[config.mk]
export PLATFORM = sky130hd
export DESIGN_NAME = wb_write_arbiter
export DESIGN_NICKNAME = d
export VERILOG_FILES = /design/src/rtl/wb_write_arbiter.sv
export SDC_FILE = /design/constraint.sdc
export NUM_CORES = 1
export LEC_CHECK = 0
export BUFFER_PORTS_ARGS = -buffer_cell sky130_fd_sc_hd__buf_4
export CORE_UTILIZATION = 50
export CTS_CLUSTER_SIZE = 28
export DETAILED_ROUTE_END_ITERATION = 12
export GPL_TIMING_DRIVEN = 0
export HOLD_SLACK_MARGIN = 0.05
export PLACE_DENSITY = 0.87
export SLEW_MARGIN = 30
export SYNTH_ARGS = -nofsm -noshare
export SYNTH_HDL_FRONTEND = slang
export SYNTH_SLANG_ARGS = --single-unit
[constraint.sdc]
create_clock -name i_clk -period 2.5 [get_ports i_clk]
set_input_delay 0.75 -clock i_clk [delete_from_list [all_inputs] [get_ports i_clk]]
set_output_delay 0.75 -clock i_clk [all_outputs]
set_load 0.02 [all_outputs]
[src/rtl/wb_write_arbiter.sv]
// wb_write_arbiter
// Shares the register-file write port between pipeline write-back and
// debug register-load requests. Write-back always wins; one debug request
// is buffered until a free slot. If the buffered request loses MAX_WAIT
// consecutive edges, the pipeline is asked to freeze until it issues.
//
// Debug handshake: a request transfers on a rising edge where
// i_dbg_valid && o_dbg_ready. o_dbg_ready is high only while the buffer
// is empty and reset is low. o_dbg_done pulses for exactly one cycle
// when the buffered write reaches the register-file port.

module wb_write_arbiter #(
    parameter int MAX_WAIT = 4
) (
    input  logic        i_clk,
    input  logic        i_reset,
    input  logic        i_wb_write,
    input  logic [4:0]  i_wb_reg,
    input  logic [31:0] i_wb_data,
    input  logic        i_dbg_valid,
    input  logic [4:0]  i_dbg_reg,
    input  logic [31:0] i_dbg_data,
    output logic        o_dbg_ready,
    output logic        o_dbg_done,
    output logic        o_stall_req,
    output logic        o_rf_write,
    output logic [4:0]  o_rf_reg,
    output logic [31:0] o_rf_data
);

    localparam int CW = $clog2(MAX_WAIT + 1);
    localparam logic [CW-1:0] MAX_CNT = CW'(MAX_WAIT);

    typedef enum logic [1:0] {
        IDLE    = 2'd0,
        PENDING = 2'd1,
        STALL   = 2'd2
    } state_t;

    state_t        state;
    logic [4:0]    buf_reg;
    logic [31:0]   buf_data;
    logic [CW-1:0] wait_cnt;
    logic          wb_eff;

    // A write-back to $zero is treated as an idle slot the debug write may use.
    assign wb_eff = i_wb_write && (i_wb_reg != 5'd0);

    // Ready only while the buffer is empty and the block is out of reset.
    assign o_dbg_ready = (state == IDLE) && !i_reset;

    // Stall request follows the registered STALL state directly.
    assign o_stall_req = (state == STALL);

    // Arbitration FSM with registered register-file outputs and done pulse.
    always_ff @(posedge i_clk) begin
        if (i_reset) begin
            state      <= IDLE;
            buf_reg    <= 5'd0;
            buf_data   <= 32'd0;
            wait_cnt   <= '0;
            o_rf_write <= 1'b0;
            o_rf_reg   <= 5'd0;
            o_rf_data  <= 32'd0;
            o_dbg_done <= 1'b0;
        end else begin
            o_dbg_done <= 1'b0;
            case (state)
                IDLE: begin
                    // Write-back passes straight through; a new request is
                    // only latched here, never issued on its accept edge.
                    o_rf_write <= wb_eff;
                    o_rf_reg   <= i_wb_reg;
                    o_rf_data  <= i_wb_data;
                    if (i_dbg_valid) begin
                        buf_reg  <= i_dbg_reg;
                        buf_data <= i_dbg_data;
                        wait_cnt <= '0;
                        state    <= PENDING;
                    end
                end
                PENDING, STALL: begin
                    if (!wb_eff) begin
                        // Free slot: issue the buffered write. A $zero target
                        // still completes but does not enable the write.
                        o_rf_write <= (buf_reg != 5'd0);
                        o_rf_reg   <= buf_reg;
                        o_rf_data  <= buf_data;
                        o_dbg_done <= 1'b1;
                        wait_cnt   <= '0;
                        state      <= IDLE;
                    end else begin
                        // Write-back wins; count the lost edge, saturating.
                        o_rf_write <= 1'b1;
                        o_rf_reg   <= i_wb_reg;
                        o_rf_data  <= i_wb_data;
                        if (wait_cnt != MAX_CNT) begin
                            wait_cnt <= wait_cnt + CW'(1);
                            if (wait_cnt + CW'(1) == MAX_CNT) begin
                                state <= STALL;
                            end
                        end
                    end
                end
                default: begin
                    state <= IDLE;
                end
            endcase
        end
    end

endmodule

==> summary.md, run 1 <==
| Metric | Value |
|---|---|
| Mapped Cells | 422 |
| Routability-driven placement congestion ratio | approximately 0.82 |
| Distinct cells, synth | 28 |
| Final Hold Viols | 0 |
| Mean Syn Cell Area | approximately 8.4 sq um |
| Outcome | complete, no violations |
| Max incr delay on CP | ~0.36 ns |
| Vias per Instance | between 5 and 6 |
| Top Registers | buf_data (32), o_rf_data (32) |
| Largest net degree at the start of global routing | 14 |
| Initial antenna violation count | 0 |
| CTS tree | yes |
| Layout cells sized above 1 | 0.308 |
| Top-area cell type share of the netlist area | 0.456 |
| DRC | 0 |
| WL/cell | between 10 and 15 microns |
| Crit Path Class | in2out |
| Worst Tran Pin Value | about 0.74 ns |
| VDD IR-drop max | 0.326 mV |
| CTS Buf Count | 9 |
| DIE AREA | 0.00745 sq mm |
| Worst hold slack | 0.460 ns |
| Post-CTS Setup Repair Bufs | 0 |
| Gr ovfl total | 0 |
| First-pass GRT wire length | roughly 15000 microns |
| Clock Tree Buf Depth | 2 |
| Worst slack at placement | -0.169 ns |
| Most frequent cells in the layout | 117 x buf_4, 116 x nand2_1, 81 x dfxtp_1 |
| Final Cycle Share | 0.975 |
| Setup ws final | 0.0627 ns |
| Register area share after synthesis | 0.456 |
| Clock slew at reported path FFs | approximately 0.080 ns |
| RSZ-0062 raised after global routing | no |
| 1st-pass router iterations | 4 |
| Yosys warns | 0 |
| Die width | roughly 86 microns |
| Critical-path maximum fanout | 10 |
| Leakage | roughly 2 nW |
| Yosys reg bits | around 80 |
| Clock Skew | roughly 0.007 ns |
| ANT cells | 0 |
| Core Region | slightly below 0.007 sq mm |
| Worst Path Required | around 1.8 ns |
| # resized after CTS | 1 |
| H-tree levels | 3 |
| Die height | 86.3 microns |
| Sink Count | ~80 |
| Commonest non-fill, non-tap cell in the layout | buf_4 |
| Synthesized area | around 0.0036 sq mm |
| Slew Viols, Final | 0 |
| Critical Path End Type | output port |
| Clock root cell | clkbuf_8 |
| Worst path slowest cell | buf_2 |
| Synth top area cells | dfxtp_1 46%, a221oi_2 13%, nand2_1 12%, a21oi_1 10%, inv_1 4.0% |
| Maximum operating frequency | around 410 MHz |
| P&R area growth vs syn | 34.8% |
| Final ANT Viol Nets | 0 |
| Drt first-iter violations | approximately 130 |
| Fin nets | between 600 and 700 |
| FP Rows | 30 |
| Clk_lat worst skew | around 0.35 ns |
| Starting Density | 0.520 |
| Cts hold-fix bufs | 0 |
| Vias in the first global route | ~3300 |
| Fin crit period | 2.44 ns |
| Total of max-cap violations | 0 |
| Hpwl dp | 6840 microns |
| Net count after synthesis | 507 |
| Fillers | 542 |
| Largest area contributor in the netlist | dfxtp_1 |
| Worst path cell trace | clkbuf_1 > buf_2 > nor2b_1 > buf_4 |
| Vias | between 3000 and 4000 |
| Worst min path class | reg2reg |
| Final setup violating endpoints | 0 |
| Port Buffers | approximately 120 |
| PD cells | a little under 700 mW/mm^2 |
| CP arrival | 1.69 ns |
| Total wire length | around 9500 microns |
| Worst slew margin | 0.510 |
| Total track usage | 0.259 |
| Crit start category | input port |
| I/O pins | roughly 120 |
-- cells in the mapped netlist --
cell type	n
or2b_1	1
o221a_2	1
nand4_1	2
ha_1	7
o21a_1	1
nor2b_1	8
dfxtp_1	81
buf_1	5
nor2_1	6
buf_6	3
a31oi_1	2
a221oi_2	30
clkbuf_1	20
or3_1	1
o32ai_1	1
nor3_1	8
a221oi_1	8
and2_1	1
inv_1	38
nand2_1	116
a21oi_1	72
o21ai_0	2
buf_2	3
o31ai_1	1
or3b_1	1
mux2i_1	1
o21ai_4	1
clkbuf_2	1
-- power breakdown --
group / switching (W) / internal, W
clock: 0.000468 / 0.000665
sequential: 0.0000613 / 0.00140
combinational: 0.000387 / 0.000299
total: 0.000916 / 0.00236
-- through the flow --
| step | util | power (W) | area [sq um] | instances | TNS [ns] |
|---|---|---|---|---|---|
| after floorplan | - | 0.00189 | 3550 | 422 | 0 |
| after global placement | 0.666 | 0.00214 | 4550 | 635 | -0.166 |
| after detailed placement | 0.666 | 0.00217 | 4550 | 635 | -0.169 |
| after CTS | 0.701 | 0.00328 | 4790 | 651 | 0 |
| after global routing | 0.701 | 0.00341 | 4790 | 651 | 0 |
| final | 0.701 | 0.00328 | 4790 | 651 | 0 |
-- critical path: cells and delay by family --
family,cells,cell delay (ns)
AND/OR/NAND/NOR,1,0.09
buffers and inverters,3,0.85
-- layer usage --
metal | share of wire | track usage | vias to the layer above
li1 | - | - | 1689
met1 | 0.42 | 0.311 | 1587
met2 | 0.51 | 0.462 | 118
met3 | 0.058 | 0.0552 | 15
met4 | 0.017 | 0.0848 | 0
met5 | 0 | 0 | -
-- logic make-up (layout without fill, tap and decap cells) --
kind of cell             count (synthesis)  in the layout  share of synthesized area
buffers and inverters                   70            203                     0.0817
multiplexers                             1              1                    0.00282
flip-flops                              81             81                      0.456
adder cells (fa/ha/maj)                  7              7                     0.0246
AO/OA/AOI/OAI                          119            119                      0.269
AND/OR/NAND/NOR                        144            144                      0.166
-- area by class of cell --
| class | instances | area (sq um) | share of cell area |
|---|---|---|---|
| multi-input combinational | 271 | 1640 | 0.343 |
| sequential | 81 | 1620 | 0.339 |
| timing repair buffer | 117 | 878 | 0.183 |
| buffer | 32 | 149 | 0.0311 |
| inverter | 38 | 143 | 0.0298 |
| clock buffer | 11 | 131 | 0.0274 |
| tap | 96 | 120 | 0.0251 |
| clock inverter | 5 | 104 | 0.0217 |
-- worst paths after layout --
kind | depth (start not counted) | to | slack [ns] | from
max | 4 | o_dbg_ready | 0.06 | i_reset
min reg2reg | 2 | buf_data[2]$_SDFFE_PP0P_ | 0.46 | buf_data[2]$_SDFFE_PP0P_
max reg2reg | 8 | o_rf_data[8]$_SDFFE_PP0P_ | 0.28 | state[1]$_SDFFE_PP0P_
min | 2 | buf_data[2]$_SDFFE_PP0P_ | 0.46 | buf_data[2]$_SDFFE_PP0P_
(Power assumes the default switching activity.)
==> run 2, diff against run 1 <==
--- a/config.mk
+++ b/config.mk
@@ -7,6 +7,7 @@
 export LEC_CHECK = 0
 export BUFFER_PORTS_ARGS = -buffer_cell sky130_fd_sc_hd__buf_4
 export CORE_UTILIZATION = 50
+export CTS_BUF_LIST = sky130_fd_sc_hd__clkbuf_16
 export CTS_CLUSTER_SIZE = 28
 export DETAILED_ROUTE_END_ITERATION = 12
 export GPL_TIMING_DRIVEN = 0
==> run 2 against run 1 <==
Net effect: core utilization increased by 1.5 points; non-clock buffer count stayed put; via count rose by 3.0%; fmax rose by 2.0%; cell area increased by 2.2%; combinational power up 0.9%; register-to-register slack worse by 0.05 ns; sequential share of layout area is 0.72 points lower; critical endpoint unchanged; routed wire length increased by 3.9%.
==> summary.md, run 2 (same netlist as run 1, synthesis figures left out) <==
| Metric | Value |
|---|---|
| RSZ-0062 raised after global routing | no |
| Clock power frac | 0.405 |
| ANT cells | 0 |
| Vias | 3511 |
| P_sw | approximately 0.00095 W |
| Clock root cell | clkbuf_16 |
| Gr ovfl total | 0 |
| First-pass GRT wire length | between 15000 and 20000 microns |
| CP arrival | approximately 1.6 ns |
| Die width | between 80 and 90 microns |
| Cell Count, Final, Fillers Out | around 650 |
| Port Buffers | approximately 120 |
| I/O pins | between 100 and 150 |
| CTS tree | yes |
| WL/cell | roughly 15 microns |
| 1st-pass router iterations | 5 |
| Layout cells sized above 1 | 0.308 |
| Fin nets | ~640 |
| VDD IR-drop max | 0.427 mV |
| Crit Path Class | in2out |
| Worst path cell trace | clkbuf_1 > clkbuf_4 > nor2b_1 > buf_4 |
| DRC | 0 |
| Die height | 86.3 microns |
| CTS Buf Count | 9 |
| Starting Density | 0.520 |
| Reg2reg setup slack | between 0.2 and 0.25 ns |
| Core Region | 0.00683 sq mm |
| Outcome | complete, no violations |
| DIE AREA | about 0.0074 sq mm |
| Initial antenna violation count | 0 |
| Final Hold Viols | 0 |
| Slew Viols, Final | 0 |
| Pint | about 0.0027 W |
| Largest net degree at the start of global routing | 14 |
| Reg power frac | 0.404 |
| Worst slew margin | 0.500 |
| Final Cycle Share | 0.956 |
| Clk_lat worst skew | ~0.33 ns |
| Routability-driven placement congestion ratio | roughly 0.8 |
| Final Core Density | 0.716 |
| Setup_tns | 0 ns |
| Total track usage | 0.269 |
| Critical Path End Type | output port |
| Drt first-iter violations | between 150 and 200 |
| Hpwl dp | slightly below 7000 microns |
| Commonest non-fill, non-tap cell in the layout | buf_4 |
| Total wire length | just under 10000 microns |
| FP Rows | 30 |
| Max incr delay on CP | roughly 0.34 ns |
| Combinational Power Share | 0.191 |
| Worst path slowest cell | clkbuf_4 |
| Clock Skew | between 0.004 and 0.005 ns |
| PD cells | around 740 mW/mm^2 |
| Post-route cell area | 0.00489 sq mm |
| Worst Tran Pin Value | around 0.75 ns |
| Sink Count | between 80 and 90 |
| Placed Area | 0.00455 sq mm |
| Maximum operating frequency | about 420 MHz |
| Most frequent cells in the layout | 117 x buf_4, 116 x nand2_1, 81 x dfxtp_1 |
| Worst min path class | reg2reg |
| Crit start category | input port |
| Vias per Instance | between 5 and 6 |
| Switching share of power | 0.263 |
| Clock slew at reported path FFs | 0.06 ns |
| P&R area growth vs syn | 37.7% |
| Fillers | approximately 520 |
| Fin crit period | 2.39 ns |
| Clock Tree Buf Depth | 2 |
| Leakage | a little over 2 nW |
| Critical-path maximum fanout | 10 |
| Total of max-cap violations | 0 |
| Post-CTS Setup Repair Bufs | 0 |
| Final ANT Viol Nets | 0 |
| Worst Path Required | about 1.8 ns |
| Final setup violating endpoints | 0 |
| Vias in the first global route | between 3000 and 4000 |
| H-tree levels | 3 |
| Top Registers | buf_data (32), o_rf_data (32) |
| Cells after DPL | approximately 640 |
## run 2: cell count changes in the layout (fill, tap and decap cells not counted), sizes merged
cell	change
clkbuf	-1
buf	-1
inv	+2
## run 2: repair_timing
item | CTS | global route
endpoints found under the setup margin | 1 | 1
hold buffers | 0 | 0
pin swaps | 0 | 0
gates resized for setup | 1 | 1
gates cloned | 0 | 0
## run 2: routing by layer
| layer | vias up | routed length, microns | track usage |
|---|---|---|---|
| li1 | 1689 | - | - |
| met3 | 21 | 687 | 0.0610 |
| met1 | 1647 | 3920 | 0.321 |
| met4 | 0 | 226 | 0.106 |
| met2 | 154 | 4990 | 0.469 |
| met5 | - | 0 | 0 |
## run 2: power by group through the flow
stage	Sequential (W)	Combinational, W	Clock (W)
global route	0.00147	0.000751	0.00154
finish	0.00146	0.000691	0.00147
CTS	0.00146	0.000689	0.00148
detailed placement	0.00149	0.000680	0
floorplan	0.00154	0.000348	0
global placement	0.00148	0.000660	0
## run 2: metrics by stage
step / power (W) / worst slack, ns / hold slack, ns
final: 0.00362 / 0.111 / 0.455
after global routing: 0.00377 / 0.0407 / 0.473
after CTS: 0.00363 / 0.0742 / 0.456
after detailed placement: 0.00217 / -0.169 / 0.448
after global placement: 0.00214 / -0.166 / 0.443
after floorplan: 0.00189 / 0.196 / 0.437
## run 2: final timing paths
check	startpoint	to	cells after the start
setup / recovery	i_reset	o_dbg_ready	4
hold reg to reg	buf_data[17]$_SDFFE_PP0P_	buf_data[17]$_SDFFE_PP0P_	2
setup reg to reg	state[0]$_SDFFE_PP0P_	o_rf_data[29]$_SDFFE_PP0P_	8
hold / removal	buf_data[17]$_SDFFE_PP0P_	buf_data[17]$_SDFFE_PP0P_	2
## run 2: layout make-up
cell class,instances,area [sq um],share of cell area
Tap cell,96,120,0.0246
Multi-Input combinational cell,271,1640,0.336
Clock inverter,7,111,0.0228
Sequential cell,81,1620,0.331
Buffer,32,151,0.0309
Timing Repair Buffer,117,878,0.180
Clock buffer,9,225,0.0460
Inverter,38,143,0.0292
## run 2: worst max-delay path, delay by kind of cell
kind | cells | cell delay [ns]
buffers and inverters | 3 | 0.81
AND/OR/NAND/NOR | 1 | 0.08
